`config.mk`:
```
export PLATFORM = sky130hd
export DESIGN_NAME = uart_apb_fifo
export DESIGN_NICKNAME = d
export VERILOG_FILES = /design/src/rtl/uart_pkg.sv /design/src/rtl/uart_fifo.sv /design/src/rtl/uart_apb_fifo.sv
export SDC_FILE = /design/constraint.sdc
export NUM_CORES = 1
export LEC_CHECK = 0
export BUFFER_PORTS_ARGS = -buffer_cell sky130_fd_sc_hd__buf_2
export CAP_MARGIN = 20
export CORE_AREA = 2 2 165 167
export DETAILED_ROUTE_END_ITERATION = 6
export DIE_AREA = 0 0 167 169
export MAX_ROUTING_LAYER = met4
export PLACE_DENSITY = 0.81
export SYNTH_ARGS = -nofsm -noshare
export SYNTH_HDL_FRONTEND = slang
export SYNTH_SLANG_ARGS = --single-unit
```
`constraint.sdc`:
```
create_clock -name i_pclk -period 12.7 [get_ports i_pclk]
set_input_delay 2.54 -clock i_pclk [delete_from_list [all_inputs] [get_ports i_pclk]]
set_output_delay 2.54 -clock i_pclk [all_outputs]
set_load 0.01 [all_outputs]
```
`src/rtl/uart_pkg.sv`:
```
// Shared constants and state types for the APB UART: register map, bit
// positions, parity encoding and the TX/RX serialiser states.
package uart_pkg;

  localparam logic [1:0] RegData   = 2'd0;
  localparam logic [1:0] RegStatus = 2'd1;
  localparam logic [1:0] RegCtrl   = 2'd2;
  localparam logic [1:0] RegBaud   = 2'd3;

  localparam int unsigned StTxFull  = 0;
  localparam int unsigned StTxEmpty = 1;
  localparam int unsigned StRxFull  = 2;
  localparam int unsigned StRxEmpty = 3;
  localparam int unsigned StTxBusy  = 4;
  localparam int unsigned StOverrun = 5;
  localparam int unsigned StParErr  = 6;
  localparam int unsigned StFrmErr  = 7;

  localparam int unsigned CtrlTxEn    = 0;
  localparam int unsigned CtrlRxEn    = 1;
  localparam int unsigned CtrlTwoStop = 4;
  localparam int unsigned CtrlIrqRx   = 5;
  localparam int unsigned CtrlIrqErr  = 6;

  localparam logic [15:0] MinBaud = 16'd4;

  typedef enum logic [1:0] {
    ParNone    = 2'b00,
    ParEven    = 2'b01,
    ParOdd     = 2'b10,
    ParNoneAlt = 2'b11
  } parity_e;

  typedef enum logic [2:0] {TxIdle, TxStart, TxData, TxParity, TxStop} tx_state_e;
  typedef enum logic [2:0] {RxIdle, RxStart, RxData, RxParity, RxStop} rx_state_e;

endpackage

```
`src/rtl/uart_fifo.sv`:
```
// Synchronous show-ahead FIFO; a push into a full FIFO is accepted only when
// a pop happens in the same cycle.
module uart_fifo #(
  parameter int unsigned WIDTH = 8,
  parameter int unsigned DEPTH = 8
) (
  input  logic                   i_clk,
  input  logic                   i_rst,
  input  logic                   i_push,
  input  logic [WIDTH-1:0]       i_wdata,
  input  logic                   i_pop,
  output logic [WIDTH-1:0]       o_rdata,
  output logic                   o_full,
  output logic                   o_empty,
  output logic [$clog2(DEPTH):0] o_count
);

  localparam int unsigned AW = $clog2(DEPTH);
  localparam logic [AW:0] FullCount = DEPTH[AW:0];

  logic [WIDTH-1:0] r_mem [DEPTH];
  logic [AW-1:0]    r_wptr;
  logic [AW-1:0]    r_rptr;
  logic [AW:0]      r_count;
  logic             w_do_push;
  logic             w_do_pop;

  assign o_empty   = (r_count == '0);
  assign o_full    = (r_count == FullCount);
  assign o_count   = r_count;
  assign o_rdata   = r_mem[r_rptr];
  assign w_do_pop  = i_pop & !o_empty;
  assign w_do_push = i_push & (!o_full | w_do_pop);

  always_ff @(posedge i_clk) begin
    if (w_do_push) r_mem[r_wptr] <= i_wdata;
  end

  always_ff @(posedge i_clk) begin
    if (i_rst) begin
      r_wptr  <= '0;
      r_rptr  <= '0;
      r_count <= '0;
    end else begin
      if (w_do_push) r_wptr <= r_wptr + 1'b1;
      if (w_do_pop)  r_rptr <= r_rptr + 1'b1;
      case ({w_do_push, w_do_pop})
        2'b10:   r_count <= r_count + 1'b1;
        2'b01:   r_count <= r_count - 1'b1;
        default: ;
      endcase
    end
  end

endmodule

```
`src/rtl/uart_apb_fifo.sv`:
```
// APB-attached UART with TX/RX FIFOs, programmable divisor, optional parity
// and one or two stop bits. Frame settings are latched per frame.
module uart_apb_fifo
  import uart_pkg::*;
#(
  parameter int unsigned DATA_BITS  = 8,
  parameter int unsigned FIFO_DEPTH = 8,
  parameter int unsigned BAUD_RST   = 50
) (
  input  logic        i_pclk,
  input  logic        i_rst,
  input  logic        i_psel,
  input  logic        i_penable,
  input  logic        i_pwrite,
  input  logic [31:0] i_padd,
  input  logic [31:0] i_pwdata,
  input  logic [3:0]  i_pstrb,
  output logic [31:0] o_prdata,
  output logic        o_pready,
  output logic        o_pslverr,
  input  logic        i_ser_in,
  output logic        o_ser_out,
  output logic        o_irq
);

  localparam int unsigned CW = $clog2(FIFO_DEPTH) + 1;
  localparam logic [2:0] LastBit = 3'(DATA_BITS - 1);

  logic [6:0]  r_ctrl;
  logic [15:0] r_baud;
  logic        r_overrun, r_par_err, r_frm_err;

  logic                 w_access, w_mapped, w_wr, w_rd, w_err;
  logic [1:0]           w_addr;
  logic                 w_tx_push, w_rx_pop, w_status_wr, w_ctrl_wr, w_baud_wr;
  logic [7:0]           w_status;
  logic                 w_tx_full, w_tx_empty, w_rx_full, w_rx_empty;
  logic [DATA_BITS-1:0] w_tx_rdata, w_rx_rdata;
  logic [CW-1:0]        w_tx_count, w_rx_count;
  logic                 w_tx_en, w_rx_en, w_par_en, w_par_odd;
  parity_e              w_par;

  // APB decode
  assign w_access = i_psel & i_penable;
  assign w_mapped = (i_padd[31:4] == 28'd0);
  assign w_addr   = i_padd[3:2];
  assign w_wr     = w_access & i_pwrite & w_mapped;
  assign w_rd     = w_access & !i_pwrite & w_mapped;

  always_comb begin
    w_err = 1'b0;
    if (w_access) begin
      if (!w_mapped) begin
        w_err = 1'b1;
      end else begin
        case (w_addr)
          RegData: w_err = i_pwrite ? (w_tx_full | !i_pstrb[0]) : w_rx_empty;
          RegBaud: w_err = i_pwrite & (i_pwdata[15:0] < MinBaud);
          default: w_err = 1'b0;
        endcase
      end
    end
  end

  assign w_tx_push   = w_wr & (w_addr == RegData) & !w_err;
  assign w_rx_pop    = w_rd & (w_addr == RegData) & !w_err;
  assign w_status_wr = w_wr & (w_addr == RegStatus);
  assign w_ctrl_wr   = w_wr & (w_addr == RegCtrl);
  assign w_baud_wr   = w_wr & (w_addr == RegBaud) & !w_err;

  assign o_pready  = w_access;
  assign o_pslverr = w_err;

  always_comb begin
    o_prdata = '0;
    if (w_rd) begin
      case (w_addr)
        RegData:   if (!w_rx_empty) o_prdata[DATA_BITS-1:0] = w_rx_rdata;
        RegStatus: o_prdata[7:0] = w_status;
        RegCtrl:   o_prdata[6:0] = r_ctrl;
        default:   o_prdata[15:0] = r_baud;
      endcase
    end
  end

  always_ff @(posedge i_pclk) begin
    if (i_rst) begin
      r_ctrl <= '0;
      r_baud <= 16'(BAUD_RST);
    end else begin
      if (w_ctrl_wr) r_ctrl <= i_pwdata[6:0];
      if (w_baud_wr) r_baud <= i_pwdata[15:0];
    end
  end

  assign w_tx_en   = r_ctrl[CtrlTxEn];
  assign w_rx_en   = r_ctrl[CtrlRxEn];
  assign w_par     = parity_e'(r_ctrl[3:2]);
  assign w_par_en  = (w_par == ParEven) || (w_par == ParOdd);
  assign w_par_odd = (w_par == ParOdd);

  // Transmitter
  tx_state_e            r_tx_state;
  logic [15:0]          r_tx_cnt, r_tx_baud;
  logic [2:0]           r_tx_bit;
  logic [DATA_BITS-1:0] r_tx_shift;
  logic                 r_tx_par_en, r_tx_par_bit, r_tx_two_stop, r_tx_stop2, r_ser_out;
  logic                 w_tx_bit_end, w_tx_last_stop, w_tx_start, w_tx_busy;

  assign w_tx_bit_end   = (r_tx_cnt == r_tx_baud - 16'd1);
  assign w_tx_last_stop = (r_tx_state == TxStop) & w_tx_bit_end & (!r_tx_two_stop | r_tx_stop2);
  assign w_tx_start     = w_tx_en & !w_tx_empty & ((r_tx_state == TxIdle) | w_tx_last_stop);
  assign w_tx_busy      = (r_tx_state != TxIdle);
  assign o_ser_out      = r_ser_out;

  always_ff @(posedge i_pclk) begin
    if (i_rst) begin
      r_tx_state    <= TxIdle;
      r_tx_cnt      <= '0;
      r_tx_baud     <= 16'(BAUD_RST);
      r_tx_bit      <= '0;
      r_tx_shift    <= '0;
      r_tx_par_en   <= 1'b0;
      r_tx_par_bit  <= 1'b0;
      r_tx_two_stop <= 1'b0;
      r_tx_stop2    <= 1'b0;
      r_ser_out     <= 1'b1;
    end else if (w_tx_start) begin
      r_tx_state    <= TxStart;
      r_tx_cnt      <= '0;
      r_tx_baud     <= r_baud;
      r_tx_bit      <= '0;
      r_tx_shift    <= w_tx_rdata;
      r_tx_par_en   <= w_par_en;
      r_tx_par_bit  <= (^w_tx_rdata) ^ w_par_odd;
      r_tx_two_stop <= r_ctrl[CtrlTwoStop];
      r_tx_stop2    <= 1'b0;
      r_ser_out     <= 1'b0;
    end else if (r_tx_state != TxIdle) begin
      if (!w_tx_bit_end) begin
        r_tx_cnt <= r_tx_cnt + 16'd1;
      end else begin
        r_tx_cnt <= '0;
        case (r_tx_state)
          TxStart: begin
            r_tx_state <= TxData;
            r_ser_out  <= r_tx_shift[0];
            r_tx_shift <= r_tx_shift >> 1;
          end
          TxData: begin
            if (r_tx_bit == LastBit) begin
              r_tx_state <= r_tx_par_en ? TxParity : TxStop;
              r_ser_out  <= r_tx_par_en ? r_tx_par_bit : 1'b1;
            end else begin
              r_tx_bit   <= r_tx_bit + 3'd1;
              r_ser_out  <= r_tx_shift[0];
              r_tx_shift <= r_tx_shift >> 1;
            end
          end
          TxParity: begin
            r_tx_state <= TxStop;
            r_ser_out  <= 1'b1;
          end
          default: begin
            if (r_tx_two_stop && !r_tx_stop2) r_tx_stop2 <= 1'b1;
            else                              r_tx_state <= TxIdle;
          end
        endcase
      end
    end
  end

  // Receiver
  logic [1:0]           r_rx_sync;
  logic                 r_rx_prev;
  rx_state_e            r_rx_state;
  logic [15:0]          r_rx_cnt, r_rx_baud;
  logic [2:0]           r_rx_bit;
  logic [DATA_BITS-1:0] r_rx_shift, r_rx_data;
  logic                 r_rx_par_en, r_rx_par_odd, r_rx_two_stop, r_rx_stop2;
  logic                 r_rx_par_ok, r_rx_stop_ok, r_rx_push;
  logic                 w_rx_bit, w_rx_fall, w_rx_sample, w_rx_done;
  logic                 w_frm_set, w_par_set, w_rx_ok, w_ovr_set;

  assign w_rx_bit    = r_rx_sync[1];
  assign w_rx_fall   = r_rx_prev & !w_rx_bit;
  assign w_rx_sample = (r_rx_state == RxStart) ? (r_rx_cnt == (r_rx_baud >> 1) - 16'd1)
                                               : (r_rx_cnt == r_rx_baud - 16'd1);
  assign w_rx_done   = (r_rx_state == RxStop) & w_rx_sample & (!r_rx_two_stop | r_rx_stop2);
  assign w_frm_set   = w_rx_done & (!w_rx_bit | !r_rx_stop_ok);
  assign w_par_set   = w_rx_done & !w_frm_set & !r_rx_par_ok;
  assign w_rx_ok     = w_rx_done & !w_frm_set & !w_par_set;
  // The push lands one cycle after the stop sample, so overrun is judged then.
  assign w_ovr_set   = r_rx_push & w_rx_full & !w_rx_pop;

  always_ff @(posedge i_pclk) begin
    if (i_rst) begin
      r_rx_sync     <= 2'b11;
      r_rx_prev     <= 1'b1;
      r_rx_state    <= RxIdle;
      r_rx_cnt      <= '0;
      r_rx_baud     <= 16'(BAUD_RST);
      r_rx_bit      <= '0;
      r_rx_shift    <= '0;
      r_rx_data     <= '0;
      r_rx_par_en   <= 1'b0;
      r_rx_par_odd  <= 1'b0;
      r_rx_two_stop <= 1'b0;
      r_rx_stop2    <= 1'b0;
      r_rx_par_ok   <= 1'b1;
      r_rx_stop_ok  <= 1'b1;
      r_rx_push     <= 1'b0;
    end else begin
      r_rx_sync <= {r_rx_sync[0], i_ser_in};
      r_rx_prev <= w_rx_bit;
      r_rx_push <= w_rx_ok;
      if (w_rx_done) r_rx_data <= r_rx_shift;
      case (r_rx_state)
        RxIdle: begin
          if (w_rx_en && w_rx_fall) begin
            r_rx_state    <= RxStart;
            r_rx_cnt      <= '0;
            r_rx_baud     <= r_baud;
            r_rx_bit      <= '0;
            r_rx_par_en   <= w_par_en;
            r_rx_par_odd  <= w_par_odd;
            r_rx_two_stop <= r_ctrl[CtrlTwoStop];
            r_rx_stop2    <= 1'b0;
            r_rx_par_ok   <= 1'b1;
            r_rx_stop_ok  <= 1'b1;
          end
        end
        default: begin
          if (!w_rx_sample) begin
            r_rx_cnt <= r_rx_cnt + 16'd1;
          end else begin
            r_rx_cnt <= '0;
            case (r_rx_state)
              RxStart: r_rx_state <= w_rx_bit ? RxIdle : RxData;
              RxData: begin
                r_rx_shift <= {w_rx_bit, r_rx_shift[DATA_BITS-1:1]};
                if (r_rx_bit == LastBit) r_rx_state <= r_rx_par_en ? RxParity : RxStop;
                else                     r_rx_bit   <= r_rx_bit + 3'd1;
              end
              RxParity: begin
                r_rx_par_ok <= (w_rx_bit == ((^r_rx_shift) ^ r_rx_par_odd));
                r_rx_state  <= RxStop;
              end
              default: begin
                if (r_rx_two_stop && !r_rx_stop2) begin
                  r_rx_stop2   <= 1'b1;
                  r_rx_stop_ok <= w_rx_bit;
                end else begin
                  r_rx_state <= RxIdle;
                end
              end
            endcase
          end
        end
      endcase
    end
  end

  // Sticky flags: a set in the same cycle as a W1C wins.
  always_ff @(posedge i_pclk) begin
    if (i_rst) begin
      r_overrun <= 1'b0;
      r_par_err <= 1'b0;
      r_frm_err <= 1'b0;
    end else begin
      r_overrun <= (r_overrun & !(w_status_wr & i_pwdata[StOverrun])) | w_ovr_set;
      r_par_err <= (r_par_err & !(w_status_wr & i_pwdata[StParErr])) | w_par_set;
      r_frm_err <= (r_frm_err & !(w_status_wr & i_pwdata[StFrmErr])) | w_frm_set;
    end
  end

  assign w_status = {r_frm_err, r_par_err, r_overrun, w_tx_busy,
                     w_rx_empty, w_rx_full, w_tx_empty, w_tx_full};

  assign o_irq = (r_ctrl[CtrlIrqRx] & !w_rx_empty) | (r_ctrl[CtrlIrqErr] & (|w_status[7:5]));

  uart_fifo #(
    .WIDTH (DATA_BITS),
    .DEPTH (FIFO_DEPTH)
  ) u_tx_fifo (
    .i_clk   (i_pclk),
    .i_rst   (i_rst),
    .i_push  (w_tx_push),
    .i_wdata (i_pwdata[DATA_BITS-1:0]),
    .i_pop   (w_tx_start),
    .o_rdata (w_tx_rdata),
    .o_full  (w_tx_full),
    .o_empty (w_tx_empty),
    .o_count (w_tx_count)
  );

  uart_fifo #(
    .WIDTH (DATA_BITS),
    .DEPTH (FIFO_DEPTH)
  ) u_rx_fifo (
    .i_clk   (i_pclk),
    .i_rst   (i_rst),
    .i_push  (r_rx_push),
    .i_wdata (r_rx_data),
    .i_pop   (w_rx_pop),
    .o_rdata (w_rx_rdata),
    .o_full  (w_rx_full),
    .o_empty (w_rx_empty),
    .o_count (w_rx_count)
  );

  logic w_unused;
  assign w_unused = ^{i_padd[1:0], i_pwdata[31:16], i_pstrb[3:1], w_tx_count, w_rx_count};

endmodule

```
==> impl_results.md, run 1 <==
* Outcome: complete, no violations
* Maximum number of buffers from clock root to sink at 3
* Largest net degree at the start of global routing at 90
* Net switching power figure at around 390 uW
* Post-layout nets at 1509
* Detailed placer's ending HPWL at 22400 um
* Met1 usage in global routing at 0.302
* Rows at 60
* Post-DR vias/cell at 5.94
* Proportion of layout cells with a drive suffix above 1 at 0.144
* Slowest stage cell on the critical path: sky130_fd_sc_hd__nor4b_1
* All-Layer GR Usage at 0.233
* Post-synthesis sequential area ratio at 0.500
* Number of gates resized after CTS at 0
* Cell internal power dissipation at about 1.5 mW
* Crit. path cell count at 8
* Final hold slack at 0.411 ns
* Remaining global-route overflow at 0
* Portion of synthesized cell area occupied by the leading cell type at 0.267
* Sequential share of power at 0.523
* Warnings, synthesis at 0
* Dominant register cell in the synthesized netlist: sky130_fd_sc_hd__dfxtp_1
* Cell Pwr Density at between 100 and 150 mW/mm^2
* DRC violation count after routing at 0
* Data arrival at the endpoint of the critical path at 4.78 ns
* Count of endpoints failing hold in the final timing report at 0
* IO Pins at 110
* Number of unique standard cell types used by synthesis at 89
* Clk pwr share at 0.458
* Most common library cell in the layout ignoring fill and taps: sky130_fd_sc_hd__dfxtp_1
* Worst voltage drop across the vdd grid at 0.123 mV
* Global placement routability congestion at 0.911
* Net switching share of the total power at 0.209
* Part of the power in combinational logic at 0.020
* Clock edge transition at the registers on the reported setup and hold paths at 0.06 ns
* TritonCTS clock tree: yes
* Buffers inserted by post-CTS timing repair at 0
* Final critical path time including I/O delays and setup at approximately 7.3 ns
* Post-synthesis register bit count at 295
* Top cells by area, synth: sky130_fd_sc_hd__edfxtp_1, sky130_fd_sc_hd__dfxtp_1, sky130_fd_sc_hd__mux2i_1, sky130_fd_sc_hd__nand2_1, sky130_fd_sc_hd__mux4_2
* Wire length of the first global-routing pass at roughly 52000 um
* Total clock sinks at 295
* Floorplan die height at between 150 and 200 um
* Sequence of cells on the critical path: buf_2 -> ha_1 -> nor4b_1 -> nand4_1 -> a21oi_1 -> nor3_1 -> nor2_1 -> buf_2
* Critical path required time at 10.16 ns
* Peak fanout along the critical path at 10
* Yosys top cell by area: sky130_fd_sc_hd__edfxtp_1
* Synthesized area divided by synthesized cell count at 10.5 um^2
* Depth of the worst register-to-register path at 13
* Most congested layer reported by global routing: met2
* Post-route clock period utilization at 0.576
* # hold bufs at CTS at 0
* Area enclosed by the die boundary at between 0.02 and 0.03 mm^2
* Final number of max-transition violations at 0
* Worst setup path category: in2out
* Level count of the clock H-tree at 1
* Highest clock frequency the design can meet at roughly 140 MHz
* Number of violations of the max-capacitance limit at 0
* Insertion delay of the later-clocked pin in the worst-skew pair at 0.56 ns
* Worst path most repeated cell: sky130_fd_sc_hd__buf_2
* # diodes at 0
* Final Util at 0.599
* 1st-iter DRT viols at 908
* Setup repair after global routing missed its margin: false
* Post-route ant nets at 0
* Post-route non-filler standard cell count at 1776
* Most frequent cells in the layout: sky130_fd_sc_hd__dfxtp_1, sky130_fd_sc_hd__nand2_1, sky130_fd_sc_hd__edfxtp_1
* Met3 routing resource usage after global routing at 0.0341
* Relative slew margins at 0.284
* Die W at 167 um
* Longest individual stage delay on the worst path at 0.61 ns
* Detailed-route via count at 10600
* Crit end category: output port
* Setup violators final at 0
* Port Buffer Count at 72
* Root Buffer: sky130_fd_sc_hd__clkbuf_16
* Total length of routed wires at 32400 um
* Number of CTS-inserted buffers at 30
* DR pass1 iterations at 5
* Proportion of register bits with asynchronous set or reset after synthesis at 0
* Worst Path Buf+Inv at 2
* Design Power at between 1.5 and 2 mW
* Global routing met2 resource utilization at 0.379
* Initial antenna violation count at 0
* Worst hold path cell count at 1
* Number of enable flip-flop cells after synthesis at 128
* Transition time at the pin with the least slew margin at 1.07 ns
* Routed length per instance at 18.2 um
* Growth of design area from synthesis to finish at 10.4%
* Static Leakage at 5.59 nW
* Clk_skew at 0.0111 ns
* Initial Utilization at 0.543
* Total instance count after detailed placement at 1718
* Post-synthesis instance area at 0.0144 mm^2
* Vias in the first global route at 10200
* Critical Path Start Type: input pin
* Cell family with the largest share of critical-path delay: simple AND/OR/NAND/NOR gates
* Worst hold-check path type: reg2reg
* Total core area at 0.0265 mm^2
* Number of instances in the synthesized netlist at 1368
* Total negative slack for setup checks at 0 ns
-- registers in the layout, summed over array words and instances (netlist names), 3 cells and up, named ones only --
signal / cells
r_tx_shift: 8
u_rx_fifo.r_wptr: 3
r_rx_cnt: 16
r_rx_state: 3
u_tx_fifo.o_count: 4
r_baud: 16
u_tx_fifo.r_rptr: 3
r_tx_bit: 3
r_tx_baud: 16
r_rx_data: 8
u_tx_fifo.r_wptr: 3
u_rx_fifo.r_mem: 64
u_tx_fifo.r_mem: 64
r_ctrl: 7
r_rx_bit: 3
r_rx_shift: 8
r_tx_state: 3
r_tx_cnt: 16
r_rx_baud: 16
u_rx_fifo.r_rptr: 3
u_rx_fifo.o_count: 4
-- synthesized netlist by cell type, types with 5 or more instances --
library cell               count
sky130_fd_sc_hd__or3_1        16
sky130_fd_sc_hd__a221oi_1     11
sky130_fd_sc_hd__dfxtp_1     167
sky130_fd_sc_hd__mux2_2        7
sky130_fd_sc_hd__buf_4        18
sky130_fd_sc_hd__and3_1       13
sky130_fd_sc_hd__nor4b_1       8
sky130_fd_sc_hd__nor2_1      113
sky130_fd_sc_hd__a21oi_1      92
sky130_fd_sc_hd__mux2i_1      93
sky130_fd_sc_hd__nand4_1      14
sky130_fd_sc_hd__clkbuf_1     55
sky130_fd_sc_hd__o211a_1       9
sky130_fd_sc_hd__xor2_1       32
sky130_fd_sc_hd__nor4_1       18
sky130_fd_sc_hd__or4_1         6
sky130_fd_sc_hd__and2_1        6
sky130_fd_sc_hd__nor4bb_1      6
sky130_fd_sc_hd__nand2b_1      8
sky130_fd_sc_hd__o21ai_0      30
sky130_fd_sc_hd__nor3b_1       8
sky130_fd_sc_hd__a21boi_0      6
sky130_fd_sc_hd__buf_2         5
sky130_fd_sc_hd__a211oi_1      7
sky130_fd_sc_hd__mux4_2       24
sky130_fd_sc_hd__xnor2_1      46
sky130_fd_sc_hd__nand3_1      41
sky130_fd_sc_hd__nor3_1       25
sky130_fd_sc_hd__a31oi_1       7
sky130_fd_sc_hd__o211ai_1      7
sky130_fd_sc_hd__inv_1        35
sky130_fd_sc_hd__a22o_1        9
sky130_fd_sc_hd__or2_2         9
sky130_fd_sc_hd__edfxtp_1    128
sky130_fd_sc_hd__o21a_1        6
sky130_fd_sc_hd__nor2b_1      15
sky130_fd_sc_hd__nand2_1     149
sky130_fd_sc_hd__ha_1         23
sky130_fd_sc_hd__buf_1         8
-- routing by layer --
| metal | share of wire | wire (um) | up-vias |
|---|---|---|---|
| li1 | - | - | 5031 |
| met1 | 0.43 | 13800 | 5121 |
| met2 | 0.48 | 15600 | 334 |
| met3 | 0.064 | 2070 | 70 |
| met4 | 0.030 | 972 | 0 |
| met5 | 0 | 0 | - |
-- cell type report --
cell class	instances	area [um^2]
Tap cell	341	427
Sequential cell	295	7190
Fill cell	2099	10600
Timing Repair Buffer	92	526
Inverter	37	139
Clock inverter	18	136
Multi-Input combinational cell	955	6610
Clock buffer	38	852
-- power by group through the flow --
stage	clock (mW)	combinational [mW]	sequential, mW
3_5_place_dp	0	0.0370	1.01
4_1_cts	0.873	0.0372	0.985
3_3_place_gp	0	0.0364	1.01
6_report	0.863	0.0376	0.985
2_1_floorplan	0	0.0220	1.01
5_1_grt	0.912	0.0410	0.985
-- worst register-to-register path, delay by kind of cell, from the launching register on --
kind | cells | cell delay [ns]
buf+inv | 1 | 0.31
compound gates | 2 | 0.57
simple gates | 7 | 2.69
fa+ha+maj | 1 | 0.28
xor+xnor | 1 | 0.24
mux | 1 | 0.26
flops | 1 | 0.54
-- cell families after synthesis --
| logic type | count (synthesis) | share of synthesized area |
|---|---|---|
| AND/OR/NAND/NOR | 481 | 0.168 |
| flip-flops | 295 | 0.500 |
| AO/OA/AOI/OAI | 230 | 0.107 |
| buffers and inverters | 133 | 0.0453 |
| multiplexers | 124 | 0.108 |
| XOR/XNOR | 80 | 0.0506 |
| adder cells (fa/ha/maj) | 24 | 0.0214 |
| other | 1 | 0.000261 |
-- path summary, 6_finish.rpt --
check | startpoint | slack (ns) | endpoint
worst max-delay path | i_padd[3] | 5.38 | o_pslverr
worst min-delay path | r_rx_sync[0] | 0.41 | r_rx_sync[1]
worst max register to register | r_rx_state[0] | 7.74 | r_par_err
worst min register to register | r_rx_sync[0] | 0.41 | r_rx_sync[1]
-- stage by stage --
stage | cell area [um^2] | worst slack, ns
after global placement | 14800 | 5.38
after CTS | 15800 | 5.32
after global routing | 15900 | 5.30
after detailed placement | 14900 | 5.32
after floorplan | 14400 | 6.09
final | 15900 | 5.38
Note: power is estimated with default switching activity, not from simulation.
==> run 2: changes to the inputs <==
--- a/config.mk
+++ b/config.mk
@@ -11,7 +11,7 @@
 export DETAILED_ROUTE_END_ITERATION = 6
 export DIE_AREA = 0 0 167 169
 export MAX_ROUTING_LAYER = met4
-export PLACE_DENSITY = 0.81
+export PLACE_DENSITY = 0.84
 export SYNTH_ARGS = -nofsm -noshare
 export SYNTH_HDL_FRONTEND = slang
 export SYNTH_SLANG_ARGS = --single-unit
==> constraint.sdc (replaced) <==
create_clock -name i_pclk -period 6.65 [get_ports i_pclk]
set_input_delay 1.33 -clock i_pclk [delete_from_list [all_inputs] [get_ports i_pclk]]
set_output_delay 1.33 -clock i_pclk [all_outputs]
set_load 0.01 [all_outputs]
==> impl_results.md, run 2 (synthesis gave the netlist of run 1 again) <==
* Sequence of cells on the critical path: nor3b_2 -> buf_4 -> mux2i_1 -> ha_1 -> or4b_1 -> a211oi_1 -> nand4_1 -> xnor2_1 -> nand4_1 -> nor4_1 -> nand4_1 -> or3_1 -> a21oi_1 (was buf_2 -> ha_1 -> nor4b_1 -> nand4_1 -> a21oi_1 -> nor3_1 -> nor2_1 -> buf_2)
* Cell internal power dissipation at 2.91 mW (was 1.49 mW)
* Proportion of layout cells with a drive suffix above 1 at 0.142 (was 0.144)
* Cell Pwr Density at 230 mW/mm^2 (was 119 mW/mm^2)
* Setup repair after global routing missed its margin: false (unchanged)
* Worst reg2reg path startpoint: r_rx_state[0] (unchanged)
* Total negative slack for setup checks at 0 ns (unchanged)
* Area enclosed by the die boundary at 0.0282 mm^2 (unchanged)
* Sequential share of power at 0.514 (was 0.523)
* Detailed-route via count at 10700 (was 10600)
* Sequential cell area at 0.00719 mm^2 (unchanged)
* Growth of design area from synthesis to finish at 10.7% (was 10.4%)
* Peak fanout along the critical path at 14 (was 10)
* Total clock sinks at 295 (unchanged)
* Transition time at the pin with the least slew margin at 1.02 ns (was 1.07 ns)
* Longest individual stage delay on the worst path at 0.80 ns (was 0.61 ns)
* Met3 routing resource usage after global routing at 0.0288 (was 0.0341)
* Cell family with the largest share of critical-path delay: simple AND/OR/NAND/NOR gates (unchanged)
* Final number of max-transition violations at 0 (unchanged)
* Relative slew margins at 0.318 (was 0.284)
* Worst Path Buf+Inv at 1 (was 2)
* Depth of the worst register-to-register path at 13 (unchanged)
* Most common library cell in the layout ignoring fill and taps: sky130_fd_sc_hd__dfxtp_1 (unchanged)
* Maximum number of buffers from clock root to sink at 3 (unchanged)
* Outcome: complete, no violations (unchanged)
* Crit end category: register (was output port)
* Vias in the first global route at 10100 (was 10200)
* Final critical path time including I/O delays and setup at 5.42 ns
* Post-route ant nets at 0 (unchanged)
* Critical path required time at 7.13 ns (was 10.16 ns)
* Worst path most repeated cell: sky130_fd_sc_hd__nand4_1 (was sky130_fd_sc_hd__buf_2)
* Worst hold path cell count at 1 (unchanged)
* Final Util at 0.601 (was 0.599)
* Routed length per instance at 18.5 um (was 18.2 um)
* Initial Utilization at 0.543 (unchanged)
* Post-layout nets at 1511 (was 1509)
* IO Pins at 110 (unchanged)
* Insertion delay of the later-clocked pin in the worst-skew pair at 0.56 ns (about the same)
* Clk_skew at 0.0189 ns (was 0.0111 ns)
* Number of violations of the max-capacitance limit at 0 (unchanged)
* Clk pwr share at 0.466 (was 0.458)
* Number of gates resized after CTS at 0 (unchanged)
* Data arrival at the endpoint of the critical path at 5.90 ns (was 4.78 ns)
* Highest clock frequency the design can meet at approximately 180 MHz
* Number of CTS-inserted buffers at 30 (unchanged)
* 1st-iter DRT viols at 1024 (was 908)
* Buffers inserted by post-CTS timing repair at 0 (unchanged)
* Wire length of the first global-routing pass at 52100 um (about the same)
* Post-DR vias/cell at 5.99 (was 5.94)
* Most frequent cells in the layout: sky130_fd_sc_hd__dfxtp_1, sky130_fd_sc_hd__nand2_1, sky130_fd_sc_hd__edfxtp_1 (unchanged)
* Multi-input gate area at 0.00661 mm^2 (unchanged)
* Root Buffer: sky130_fd_sc_hd__clkbuf_16 (unchanged)
* Worst setup path category: reg2reg (was in2out)
* Die W at 167 um (unchanged)
* # fillers at 2078 (was 2099)
* Part of the power in combinational logic at 0.019 (was 0.020)
* All-Layer GR Usage at 0.233 (about the same)
* Global routing met2 resource utilization at 0.400 (was 0.379)
* Net switching share of the total power at 0.205 (was 0.209)
* Floorplan die height at 169 um (unchanged)
* Net switching power figure at 749 uW (was 395 uW)
* # hold bufs at CTS at 0 (unchanged)
* Rows at 60 (unchanged)
* Capture instance of the worst register-to-register path: r_par_err (unchanged)
* DRC violation count after routing at 0 (unchanged)
* Post-route clock period utilization at 0.816
* Worst voltage drop across the vdd grid at 0.229 mV (was 0.123 mV)
* Total length of routed wires at 32900 um (was 32400 um)
* # diodes at 0 (unchanged)
* Level count of the clock H-tree at 1 (unchanged)
* Remaining global-route overflow at 0 (unchanged)
* Critical Path Start Type: register (was input pin)
* Sink of the worst hold path: r_rx_sync[1] (unchanged)
* Port Buffer Count at 72 (unchanged)
* Clock edge transition at the registers on the reported setup and hold paths at 0.07 ns (was 0.06 ns)
* Setup violators final at 0 (unchanged)
* Worst Min Path Start: r_rx_sync[0] (unchanged)
* Global placement routability congestion at 0.907 (was 0.911)
* Detailed placer's ending HPWL at 22700 um (was 22400 um)
* Static Leakage at 5.62 nW (was 5.59 nW)
* Total core area at 0.0265 mm^2 (unchanged)
* Worst hold-check path type: reg2reg (unchanged)
* Met1 usage in global routing at 0.293 (was 0.302)
* TritonCTS clock tree: yes (unchanged)
* Largest net degree at the start of global routing at 92 (was 90)
* Internal reg-to-reg setup slack at 1.23 ns (was 7.74 ns)
* Most congested layer reported by global routing: met2 (unchanged)
* Slowest stage cell on the critical path: sky130_fd_sc_hd__nor3b_2 (was sky130_fd_sc_hd__nor4b_1)
* DR pass1 iterations at 5 (unchanged)
* Largest registers: u_rx_fifo.r_mem (64), u_tx_fifo.r_mem (64) (unchanged)
* Count of endpoints failing hold in the final timing report at 0 (unchanged)
* Initial antenna violation count at 0 (unchanged)
-- run 2: cell count changes in the layout (fill, tap and decap cells not counted), sizes merged --
cell	change
buf	+1
clkinv	+1
bufinv	+3
clkinvlp	-6
clkbuf	+3
-- run 2: how the worst max path moves through the flow --
stage	from	to	slack [ns]	cells past startpoint
3_3_place_gp	r_rx_state[0]	r_par_err	1.46	12
2_1_floorplan	i_padd[6]	o_prdata[2]	2.46	6
4_1_cts	r_rx_state[0]	r_par_err	1.30	13
6_report	r_rx_state[0]	r_par_err	1.23	13
3_5_place_dp	r_rx_state[0]	r_par_err	1.36	13
5_1_grt	r_rx_state[0]	r_par_err	0.82	13
-- run 2: routing by layer --
layer / vias to the layer above / wire length (um)
met2: 370 / 16400
met5: - / 0
met3: 79 / 1990
met1: 5170 / 13600
li1: 5033 / -
met4: 0 / 875
-- run 2: area by class of cell --
| class | count | share of cell area |
|---|---|---|
| Clock buffer | 40 | 0.0504 |
| Clock inverter | 16 | 0.0128 |
| Inverter | 37 | 0.00872 |
| Multi-Input combinational cell | 955 | 0.415 |
| Sequential cell | 295 | 0.451 |
| Tap cell | 341 | 0.0268 |
| Timing Repair Buffer | 94 | 0.0345 |
-- run 2: through the flow --
step	worst slack [ns]	instance area [um^2]	total power [mW]	std cells	hold slack, ns
2_1_floorplan	2.46	14400	1.96	1383	0.389
3_3_place_gp	1.46	14900	1.99	1718	0.400
3_5_place_dp	1.36	14900	1.99	1719	0.403
4_1_cts	1.30	15900	3.67	1775	0.417
5_1_grt	0.822	15900	3.75	1778	0.444
6_report	1.23	15900	3.66	1778	0.417
-- run 2: power by group through the flow --
stage | sequential, mW | clock (mW) | combinational, mW
after CTS | 1.88 | 1.72 | 0.0702
after global routing | 1.88 | 1.79 | 0.0772
after floorplan | 1.92 | 0 | 0.0421
final | 1.88 | 1.71 | 0.0712
after global placement | 1.92 | 0 | 0.0689
after detailed placement | 1.92 | 0 | 0.0700
==> run 3: changes to the inputs <==
==> constraint.sdc (replaced) <==
create_clock -name i_pclk -period 4.56 [get_ports i_pclk]
set_input_delay 0.912 -clock i_pclk [delete_from_list [all_inputs] [get_ports i_pclk]]
set_output_delay 0.912 -clock i_pclk [all_outputs]
set_load 0.01 [all_outputs]
==> impl_results.md, run 3 (synthesis gave the netlist of run 1 again) <==
* Outcome: complete, no violations (unchanged)
* Count of endpoints failing hold in the final timing report at 0 (unchanged)
* Critical path required time at 5.04 ns (was 7.13 ns)
* Port Buffer Count at 72 (unchanged)
* # fillers at 2016 (was 2078)
* Final critical path time including I/O delays and setup at 4.27 ns (was 5.42 ns)
* Post-route ant nets at 0 (unchanged)
* Maximum number of buffers from clock root to sink at 3 (unchanged)
* Number of violations of the max-capacitance limit at 0 (unchanged)
* Insertion delay of the later-clocked pin in the worst-skew pair at 0.56 ns (about the same)
* Total negative slack for setup checks at 0 ns (unchanged)
* Post-layout nets at 1533 (was 1511)
* Worst hold-check path type: reg2reg (unchanged)
* DR pass1 iterations at 6 (was 5)
* Vias in the first global route at 10600 (was 10100)
* Highest clock frequency the design can meet at 234 MHz (was 184 MHz)
* Number of CTS-inserted buffers at 31 (was 30)
* Global placement routability congestion at 0.898 (was 0.907)
* IO Pins at 110 (unchanged)
* Remaining global-route overflow at 0 (unchanged)
* Final number of max-transition violations at 0 (unchanged)
* Depth of the worst register-to-register path at 17 (was 13)
* Proportion of layout cells with a drive suffix above 1 at 0.157 (was 0.142)
* Critical Path Start Type: register (unchanged)
* Most frequent cells in the layout: sky130_fd_sc_hd__dfxtp_1, sky130_fd_sc_hd__nand2_1, sky130_fd_sc_hd__edfxtp_1 (unchanged)
* Worst hold path cell count at 1 (unchanged)
* Total length of routed wires at 34000 um (was 32900 um)
* DRC violation count after routing at 0 (unchanged)
* Sequence of cells on the critical path: inv_1 -> ha_1 -> or4b_4 -> nor4_4 -> mux2_2 -> mux2i_1 -> a2111oi_2 -> a21oi_2 -> a21oi_2 -> inv_1 -> ha_2 -> xor2_1 -> ha_1 -> a21oi_1 -> xor2_1 -> or3_1 -> a21oi_1 (was nor3b_2 -> buf_4 -> mux2i_1 -> ha_1 -> or4b_1 -> a211oi_1 -> nand4_1 -> xnor2_1 -> nand4_1 -> nor4_1 -> nand4_1 -> or3_1 -> a21oi_1)
* Largest net degree at the start of global routing at 63 (was 92)
* 1st-iter DRT viols at 1063 (was 1024)
* Routed length per instance at 18.9 um (was 18.5 um)
* Die W at 167 um (unchanged)
* Static Leakage at 5.69 nW (was 5.62 nW)
* Multi-input gate area at 0.00665 mm^2 (was 0.00661 mm^2)
* Peak fanout along the critical path at 7 (was 14)
* Longest individual stage delay on the worst path at 0.55 ns (was 0.80 ns)
* Data arrival at the endpoint of the critical path at 4.75 ns (was 5.90 ns)
* Root Buffer: sky130_fd_sc_hd__clkbuf_16 (unchanged)
* Relative slew margins at 0.336 (was 0.318)
* Cell Pwr Density at 327 mW/mm^2 (was 230 mW/mm^2)
* Final Worst Setup Slack at 0.292 ns (was 1.23 ns)
* Post-DR vias/cell at 5.98 (was 5.99)
* Clk_skew at 0.0138 ns (was 0.0189 ns)
* Setup violators final at 0 (unchanged)
* All-Layer GR Usage at 0.244 (was 0.233)
* Wire length of the first global-routing pass at 54400 um (was 52100 um)
* Largest registers: u_rx_fifo.r_mem (64), u_tx_fifo.r_mem (64) (unchanged)
* Rows at 60 (unchanged)
* Floorplan die height at 169 um (unchanged)
* Worst setup path category: reg2reg (unchanged)
* Slowest stage cell on the critical path: sky130_fd_sc_hd__or4b_4 (was sky130_fd_sc_hd__nor3b_2)
* Worst voltage drop across the vdd grid at 0.335 mV (was 0.229 mV)
* Detailed-route via count at 10800 (was 10700)
* Global routing met2 resource utilization at 0.409 (was 0.400)
* Setup WS pre-CTS at 0.115 ns (was 1.36 ns)
* Initial antenna violation count at 3 (was 0)
* Initial Utilization at 0.543 (unchanged)
* Setup repair after global routing missed its margin: false (unchanged)
* Level count of the clock H-tree at 1 (unchanged)
* Met3 routing resource usage after global routing at 0.0288 (unchanged)
* Most congested layer reported by global routing: met2 (unchanged)
* Sequential cell area at 0.00719 mm^2 (unchanged)
* Post-route clock period utilization at 0.936 (was 0.816)
* Area enclosed by the die boundary at 0.0282 mm^2 (unchanged)
* Growth of design area from synthesis to finish at 11.7% (was 10.7%)
* Clock edge transition at the registers on the reported setup and hold paths at 0.06 ns (was 0.07 ns)
* Most common library cell in the layout ignoring fill and taps: sky130_fd_sc_hd__dfxtp_1 (unchanged)
* Crit end category: register (unchanged)
* Total clock sinks at 295 (unchanged)
* TritonCTS clock tree: yes (unchanged)
* Total core area at 0.0265 mm^2 (unchanged)
* Transition time at the pin with the least slew margin at 0.995 ns (was 1.02 ns)
* Met1 usage in global routing at 0.305 (was 0.293)
* Detailed placer's ending HPWL at 23500 um (was 22700 um)
## run 3: routing by layer
metal	up-vias	wire length, um
li1	5081	-
met4	0	1320
met3	99	2060
met1	5200	13900
met2	398	16700
met5	-	0
## run 3: layout make-up
cell class	count	share of cell area
Sequential cell	295	0.447
Multi-Input combinational cell	955	0.414
Clock buffer	36	0.0494
Timing Repair Buffer	115	0.0427
Tap cell	341	0.0266
Clock inverter	21	0.0109
Inverter	37	0.00864
Antenna cell	3	0.000467
## run 3: per-stage QoR
| stage | cell area, um^2 | instances | hold slack (ns) | util | total power [mW] |
|---|---|---|---|---|---|
| after floorplan | 14400 | 1383 | 0.389 | - | 2.86 |
| after global placement | 15000 | 1742 | 0.397 | 0.568 | 2.90 |
| after detailed placement | 15000 | 1742 | 0.403 | 0.568 | 2.91 |
| after CTS | 16000 | 1799 | 0.417 | 0.604 | 5.28 |
| after global routing | 16100 | 1803 | 0.418 | 0.606 | 5.40 |
| final | 16100 | 1803 | 0.415 | 0.606 | 5.26 |
## run 3: final timing paths
path	from	endpoint	slack, ns
setup / recovery	r_tx_baud[0]	u_tx_fifo.o_count[2]	0.29
hold / removal	r_rx_sync[0]	r_rx_sync[1]	0.41
setup reg to reg	r_tx_baud[0]	u_tx_fifo.o_count[2]	0.29
hold reg to reg	r_rx_sync[0]	r_rx_sync[1]	0.41
## run 3: where the power goes
part | internal, mW | leakage, nW | total [mW] | switching [mW]
registers | 2.74 | 2.51 | 2.74 | 0.00103
logic | 0.0319 | 2.72 | 0.107 | 0.0749
clock network | 1.36 | 0.458 | 2.41 | 1.04
total | 4.14 | 5.69 | 5.26 | 1.12
## run 3: critical path: cells and delay by family (launching register included)
kind,cells,cell delay [ns]
AND/OR/NAND/NOR,3,1.17
AO/OA/AOI/OAI,5,0.75
adder cells (fa/ha/maj),3,0.68
multiplexers,2,0.59
flip-flops,1,0.35
XOR/XNOR,2,0.35
buffers and inverters,2,0.29
## run 3: timing repair
action / 4_1_cts / 5_1_grt
resized for setup: 0 / 7
endpoints found under the setup margin: 0 / 2
buffers inserted: 0 / 1
hold buffers: 0 / 0
